==> config.mk <==
export PLATFORM = sky130hd
export DESIGN_NAME = fetch_stage
export DESIGN_NICKNAME = d
export VERILOG_FILES = /design/src/rtl/fetch_stage.sv
export SDC_FILE = /design/constraint.sdc
export NUM_CORES = 1
export LEC_CHECK = 0
export ABC_AREA = 1
export CAP_MARGIN = 20
export CORE_MARGIN = 5
export CORE_UTILIZATION = 49
export CTS_CLUSTER_SIZE = 24
export DETAILED_ROUTE_END_ITERATION = 8
export MAX_ROUTING_LAYER = met4
export PLACE_DENSITY = 0.92
export RECOVER_POWER = 100
export SLEW_MARGIN = 30
export SYNTH_ARGS = -nofsm -noshare
export SYNTH_HDL_FRONTEND = slang
export SYNTH_SLANG_ARGS = --single-unit
==> constraint.sdc <==
create_clock -name clk -period 4.5 [get_ports clk]
set_input_delay 0.9 -clock clk [delete_from_list [all_inputs] [get_ports clk]]
set_output_delay 0.9 -clock clk [all_outputs]
set_load 0.05 [all_outputs]
==> src/rtl/fetch_stage.sv <==
// Instruction-fetch stage: owns the PC, drives the instruction-memory byte
// address, and captures PC/instruction into the IF/ID pipeline register under
// stall, flush and redirect control.
// Optional build macro FETCH_PERF_EN adds fetch/bubble event counters.
module fetch_stage #(
    parameter logic [31:0] RESET_PC     = 32'h0000_0000,
    parameter int unsigned SIZE_ADDRESS = 10,
    parameter logic [31:0] NOP_INSTR    = 32'h0000_0013
) (
    input  logic                    clk,
    input  logic                    rst_n,
    input  logic                    stall_i,
    input  logic                    flush_i,
    input  logic                    redirect_valid_i,
    input  logic [31:0]             redirect_target_i,
    output logic [SIZE_ADDRESS-1:0] imem_address_o,
    input  logic [31:0]             imem_instruction_i,
    output logic [31:0]             pc_o,
    output logic                    ifid_valid_o,
    output logic [31:0]             ifid_pc_o,
    output logic [31:0]             ifid_pc_plus4_o,
    output logic [31:0]             ifid_instruction_o
`ifdef FETCH_PERF_EN
    ,
    output logic [31:0]             fetch_count_o,
    output logic [31:0]             bubble_count_o
`endif
);

    typedef enum logic [1:0] {StRun, StHold, StKill} fetch_state_e;

    fetch_state_e state_q, state_d;

    logic [31:0] pc_q, pc_d;
    logic        ifid_valid_q, ifid_valid_d;
    logic [31:0] ifid_pc_q, ifid_pc_d;
    logic [31:0] ifid_pc_plus4_q, ifid_pc_plus4_d;
    logic [31:0] ifid_instr_q, ifid_instr_d;
    logic [31:0] pc_plus4;

    assign pc_plus4 = pc_q + 32'd4;

    // Next PC: redirect beats stall; targets are forced word-aligned.
    always_comb begin
        pc_d = pc_plus4;
        if (redirect_valid_i) begin
            pc_d = redirect_target_i & 32'hFFFF_FFFC;
        end else if (stall_i) begin
            pc_d = pc_q;
        end
    end

    // FSM state register.
    always_ff @(posedge clk or negedge rst_n) begin
        if (!rst_n) begin
            state_q <= StRun;
        end else begin
            state_q <= state_d;
        end
    end

    // FSM next state: the state names what IF/ID does on this edge.
    always_comb begin
        state_d = StRun;
        if (redirect_valid_i || flush_i) begin
            state_d = StKill;
        end else if (stall_i) begin
            state_d = StHold;
        end
    end

    // FSM outputs: IF/ID next values decoded from the state being entered.
    always_comb begin
        ifid_valid_d    = ifid_valid_q;
        ifid_pc_d       = ifid_pc_q;
        ifid_pc_plus4_d = ifid_pc_plus4_q;
        ifid_instr_d    = ifid_instr_q;
        unique case (state_d)
            StKill: begin
                ifid_valid_d    = 1'b0;
                ifid_pc_d       = 32'd0;
                ifid_pc_plus4_d = 32'd0;
                ifid_instr_d    = NOP_INSTR;
            end
            StHold: begin
                // A hold right after a kill keeps the bubble invalid.
                ifid_valid_d = (state_q == StKill) ? 1'b0 : ifid_valid_q;
            end
            StRun: begin
                ifid_valid_d    = 1'b1;
                ifid_pc_d       = pc_q;
                ifid_pc_plus4_d = pc_plus4;
                ifid_instr_d    = imem_instruction_i;
            end
            default: begin
                ifid_valid_d = ifid_valid_q;
            end
        endcase
    end

    // PC and IF/ID pipeline register.
    always_ff @(posedge clk or negedge rst_n) begin
        if (!rst_n) begin
            pc_q            <= RESET_PC;
            ifid_valid_q    <= 1'b0;
            ifid_pc_q       <= 32'd0;
            ifid_pc_plus4_q <= 32'd0;
            ifid_instr_q    <= NOP_INSTR;
        end else begin
            pc_q            <= pc_d;
            ifid_valid_q    <= ifid_valid_d;
            ifid_pc_q       <= ifid_pc_d;
            ifid_pc_plus4_q <= ifid_pc_plus4_d;
            ifid_instr_q    <= ifid_instr_d;
        end
    end

    assign imem_address_o     = pc_q[SIZE_ADDRESS-1:0];
    assign pc_o               = pc_q;
    assign ifid_valid_o       = ifid_valid_q;
    assign ifid_pc_o          = ifid_pc_q;
    assign ifid_pc_plus4_o    = ifid_pc_plus4_q;
    assign ifid_instruction_o = ifid_instr_q;

`ifdef FETCH_PERF_EN
    logic [31:0] fetch_count_q, fetch_count_d;
    logic [31:0] bubble_count_q, bubble_count_d;

    // Counters: one per valid load, one per inserted bubble; both wrap.
    always_comb begin
        fetch_count_d  = fetch_count_q;
        bubble_count_d = bubble_count_q;
        if (state_d == StRun) begin
            fetch_count_d = fetch_count_q + 32'd1;
        end
        if (state_d == StKill) begin
            bubble_count_d = bubble_count_q + 32'd1;
        end
    end

    // Counter registers.
    always_ff @(posedge clk or negedge rst_n) begin
        if (!rst_n) begin
            fetch_count_q  <= 32'd0;
            bubble_count_q <= 32'd0;
        end else begin
            fetch_count_q  <= fetch_count_d;
            bubble_count_q <= bubble_count_d;
        end
    end

    assign fetch_count_o  = fetch_count_q;
    assign bubble_count_o = bubble_count_q;
`endif

endmodule

==> results of run 1 <==
[stage by stage]
step           power [W]  util [%]  hold WS (ns)  cells  instance area, um2
3_5_place_dp     0.00192      66.1         0.465    994                7840
5_1_grt          0.00342      71.1         0.494   1026                8430
4_1_cts          0.00336      71.4         0.482   1026                8470
3_3_place_gp     0.00191      66.1         0.464    994                7840
6_report         0.00331      71.1         0.473   1026                8430
2_1_floorplan    0.00167         -         0.512    687                5890
[sequential cells by signal, indices dropped and copies added, names as in the netlist]
signal              flops
ifid_instruction_o     32
ifid_pc_o              30
ifid_pc_plus4_o        30
ifid_valid_o            1
pc_o                   30
state_q                 2
[worst max-delay path: stages]
cell           delay [ns]
dlygate4sd3_1        0.77
nor2_4               0.20
clkinvlp_2           0.32
nor2_4               0.59
clkbuf_2             0.79
nand2_1              0.18
nand2_1              0.11
[synthesized netlist by cell type (2+ instances only)]
master	n	area, um2
buf_2	14	70.1
clkbuf_1	5	18.8
xor2_2	3	48.8
nor2_4	9	101
xor2_1	8	70.1
nand3_1	30	150
nor2_1	31	116
dfrtp_1	122	3050
o21ai_1	3	15.0
o211ai_1	8	60.1
inv_1	59	221
nand2_1	243	912
a21oi_1	9	45.0
a22o_1	30	263
nand2_4	2	22.5
nand4_1	2	12.5
buf_4	24	180
nor2_2	8	50.1
inv_2	2	7.51
dfstp_2	3	78.8
o21ai_0	53	265
nand2_2	3	18.8
[layer usage]
metal | up-vias | track usage [%]
met1 | 2571 | 32.9
met3 | 41 | 7.69
li1 | 2523 | -
met2 | 257 | 40.4
met5 | - | -
met4 | 0 | 10.4
[cell type report]
type,count,area [um2]
fillers,869,3430
flip-flops and latches,125,3130
multi-input cells,456,2250
repair buffers,204,2010
clock buffers,20,467
inverters,62,234
well taps,147,184
clock inverters,12,160
[power by group]
| part | leakage [nW] | internal, W | switching [W] |
|---|---|---|---|
| Sequential | 1.66 | 0.00118 | 0.0000628 |
| Clock | 0.295 | 0.000919 | 0.000512 |
| Combinational | 2.26 | 0.000189 | 0.000444 |
[cells by family (layout without fill, tap and decap cells)]
kind of cell	Yosys count	after routing	share of synthesized area, %
other cells	1	8	0.0640
flops	125	125	53.4
simple gates	330	330	24.1
buf+inv	106	298	8.67
fa+ha+maj	1	1	0.213
compound gates	105	105	11.4
xor+xnor	12	12	2.18
[path summary, 6_finish.rpt]
check                                           startpoint                           endpoint  slack (ns)  cells past startpoint
max                                       redirect_valid_i    ifid_pc_plus4_o[24]$_DFFE_PN0P_        0.94                      7
min                        ifid_pc_plus4_o[29]$_DFFE_PN0P_    ifid_pc_plus4_o[29]$_DFFE_PN0P_        0.47                      2
max reg2reg                            pc_o[2]$_DFFE_PN0N_    ifid_pc_plus4_o[24]$_DFFE_PN0P_        2.73                     10
min reg2reg                ifid_pc_plus4_o[29]$_DFFE_PN0P_    ifid_pc_plus4_o[29]$_DFFE_PN0P_        0.47                      2
max in group asynchronous                            rst_n               pc_o[22]$_DFFE_PN0N_        1.41                      2
min in group asynchronous                            rst_n  ifid_instruction_o[7]$_DFFE_PN0P_        1.09                      1
==> qor.csv, run 1 <==
metric,value,unit
status,"complete, but fails checks",
violations,"capacitance limit, slew limit",
clock_skew,0.0125,ns
avgSynthCellArea,8.62,um2
place_ws,1.22,ns
fmax,281,MHz
slew_violations,85,
worst_pin_slew,2.10,ns
ys_ff_latch,125,
antenna_found_initial,0,
post-cts-setup-buffers,0,
syn_inst,680,
p_leak,4.21,nW
slew_headroom,-39.7,%
die_h,119,um
holdCritPathClass,register to register,
grtUsageTotal,26.3,%
start_kind,input port,
max-cap-violations,1,
worstPathRequired,4.85,ns
rows,40,
synth_cell_types,31,
clk_pin_slew,0.06,ns
synth-edff-count,0,
layout_commonest_cell,nand2_1,
final_hold_viol_count,0,
cts_buffers,17,
finalNetCount,936,
dr_wl_met2,8.44,mm
wl_per_cell,17.3,um
drive_gt1_share,7.39,%
start_util,49.4,%
dieArea,14200,um2
yosysSeqAreaShare,53.4,%
async_reset_ff_share,100,%
drtAntennaViolNets,0,
crit_fanout,42,
yosys_warnings,0,
power_density,393,nW/um2
cts_hold_buf,0,
critPathArrivalTime,3.92,ns
wl,17.8,mm
wl_met1,7.40,mm
grt_pass1_wl,28.7,mm
ir_worst_vdd,0.184,mV
fin_crit_sh,79.2,%
first_global_vias,5448,
post-route-drc-count,0,
synth_ff_type,dfrtp_1,
antenna_cells,0,
setup_ws,0.938,ns
core,11900,um2
fp.dieW,119,um
period_needed,3.56,ns
routed_via_density,5.26,
worstSetupPathType,input port to register,
drt_iter0_drc,549,
wl_met3,1.45,mm
first_pass_iters,5,
syn_area,5860,um2
place_congestion,0.895,
fin_setup_tns,0,ns
clock-sinks,125,
grt_overflow_total,0,
setup_viol,0,
grt_max_degree,85,
insertion_delay,0.42,ns
cts_resized,0,
cts_max_level,4,
clock-root-buffer,clkbuf_16,
vias,5392,
cts_tree,done,
mostFrequentLayoutCells,"243 x nand2_1, 132 x dlygate4sd3_1, 122 x dfrtp_1",
hpwl,12.6,mm
cp-end-kind,register,
topRoutingLayerUsed,met4,
port_buffers,197,
ios,208,
ctsLongestPathBuffers,2,
area_growth,43.8,%
rsz0062_at_grt,false,
Power figures use the tool's default switching activity.
==> inputs of run 2 (changes only) <==
CORE_UTILIZATION = 45   (was 49)
PLACE_DENSITY = 0.86   (was 0.92)
clock period = 3.5 ns   (was 4.5 ns; I/O delays follow)
==> run 2 against run 1 <==
  * The flow now finishes without violations
  * Cell count up 2.4%
  * Via count is 2.4% lower
  * Sequential share of layout area decreased by 0.099 points
  * Hold slack lost 0.17 ns
  * Setup slack worse by 0.19 ns
  * Clock power increased by 24%
  * Die area rose by 8.1%
  * Non-clock buffer count is 1 higher
  * Largest cell class unchanged
  * Highest routed layer unchanged
==> qor.csv, run 2 (same netlist as run 1, synthesis figures left out) <==
metric,value,unit
status,"complete, no violations",
mostFrequentLayoutCells,"243 x nand2_1, 132 x dlygate4sd3_1, 122 x dfrtp_1",
cts_resized,0,
max-cap-violations,0,
rsz0062_at_grt,false,
core,12700,um2
dieArea,15400,um2
area_growth,44.2,%
cts_buffers,17,
hpwl,12.5,mm
dp_cells,1020,
crit_fanout,26,
wl,17.7,mm
multi_input_area,2240,um2
p_sw_share,30.7,%
p_seq_share,38.3,%
grt_pass1_wl,27.2,mm
final_hold_viol_count,0,
clock-root-buffer,clkbuf_16,
p_comb_share,19.4,%
drive_gt1_share,7.74,%
holdCritPathClass,input port to asynchronous set/reset pin,
fin_crit_sh,78.6,%
rows,41,
post-route-drc-count,0,
worstSetupPathType,input port to register,
fmax,364,MHz
worst_pin_slew,0.982,ns
pwr-share-clk,42.3,%
period_needed,2.75,ns
drtAntennaViolNets,0,
internal_power,0.00290,W
instances_no_fill,1051,
slew_violations,0,
grt_max_degree,80,
clock_skew,0.00858,ns
first_pass_iters,5,
wl_per_cell,16.8,um
worstPathCellList,dlygate4sd3_1 -> nor2_2 -> buf_4 -> inv_1 -> o21ai_0 -> inv_1 -> nand2_1,
cts_tree,done,
largest_register_ffs,32,
power_density,495,nW/um2
start_kind,input port,
fp.dieW,124,um
antenna_cells,0,
hold_ws,0.301,ns
layout_commonest_cell,nand2_1,
slew_headroom,34.5,%
cp_common_cell,inv_1,
setup_viol,0,
worstPathRequired,3.80,ns
ios,208,
cts_hold_buf,0,
grtUsageTotal,23.8,%
p_leak,4.22,nW
antenna_found_initial,0,
port_buffers,197,
ir_worst_vdd,0.300,mV
die_h,124,um
routed_via_density,5.01,
ctsLongestPathBuffers,2,
cp-end-kind,register,
seq_area,3130,um2
cts_max_level,4,
critPathMaxStageDelay,0.94,ns
post-cts-setup-buffers,0,
clock-sinks,125,
drt_iter0_drc,481,
insertion_delay,0.41,ns
fin_setup_tns,0,ns
vias,5263,
first_global_vias,5204,
start_util,46.3,%
slowest_stage,dlygate4sd3_1,
p_sw,0.00128,W
place_congestion,0.859,
critPathArrivalTime,3.05,ns
clk_pin_slew,0.05,ns
grt_overflow_total,0,
finalNetCount,937,
n_fill_cell,1016,
==> run 2: worst max-delay path: cells and delay by family <==
family | cells | cell delay, ns
AO/OA/AOI/OAI | 1 | 0.22
buffers and inverters | 4 | 1.98
AND/OR/NAND/NOR | 2 | 0.13
==> run 2: per-stage QoR <==
step / cell area, um2 / util, % / power (W) / setup slack [ns]
after detailed placement: 7880 / 62.2 / 0.00247 / 0.796
final: 8450 / 66.7 / 0.00418 / 0.750
after global routing: 8450 / 66.7 / 0.00433 / 0.663
after CTS: 8470 / 66.8 / 0.00424 / 1.00
after floorplan: 5890 / - / 0.00214 / 1.64
after global placement: 7880 / 62.2 / 0.00246 / 0.827
==> run 2: power groups by stage <==
stage | clock network (W) | logic (W) | registers, W
CTS | 0.00179 | 0.000849 | 0.00161
floorplan | 0 | 0.000274 | 0.00187
global route | 0.00186 | 0.000862 | 0.00161
finish | 0.00177 | 0.000810 | 0.00160
global placement | 0 | 0.000837 | 0.00163
detailed placement | 0 | 0.000844 | 0.00163
==> run 2: path summary, 6_finish.rpt <==
kind	startpoint	endpoint	slack, ns	cells past startpoint
setup / recovery	redirect_valid_i	pc_o[28]$_DFFE_PN0N_	0.75	7
hold / removal	rst_n	ifid_instruction_o[9]$_DFFE_PN0P_	0.30	1
setup reg to reg	pc_o[2]$_DFFE_PN0N_	ifid_pc_plus4_o[24]$_DFFE_PN0P_	1.68	10
hold reg to reg	ifid_pc_o[31]$_DFFE_PN0P_	ifid_pc_o[31]$_DFFE_PN0P_	0.48	2
max in group asynchronous	rst_n	ifid_instruction_o[4]$_DFFE_PN1P_	2.36	2
min in group clk	ifid_pc_o[31]$_DFFE_PN0P_	ifid_pc_o[31]$_DFFE_PN0P_	0.48	2
==> run 2: final cells by class <==
class / count / share of cell area (%)
Sequential cell: 125 / 37.1
Tap cell: 172 / 2.55
Inverter: 62 / 2.77
Timing Repair Buffer: 205 / 24.1
Clock inverter: 12 / 1.73
Clock buffer: 19 / 5.24
Multi-Input combinational cell: 456 / 26.5
==> run 2: per-layer routing <==
| metal | track usage, % | share of wire [%] | vias to the layer above |
|---|---|---|---|
| met1 | 30.4 | 42 | 2499 |
| li1 | - | - | 2528 |
| met4 | 7.32 | 1.4 | 0 |
| met3 | 6.86 | 9.3 | 20 |
| met5 | - | 0 | - |
| met2 | 37.1 | 47 | 216 |
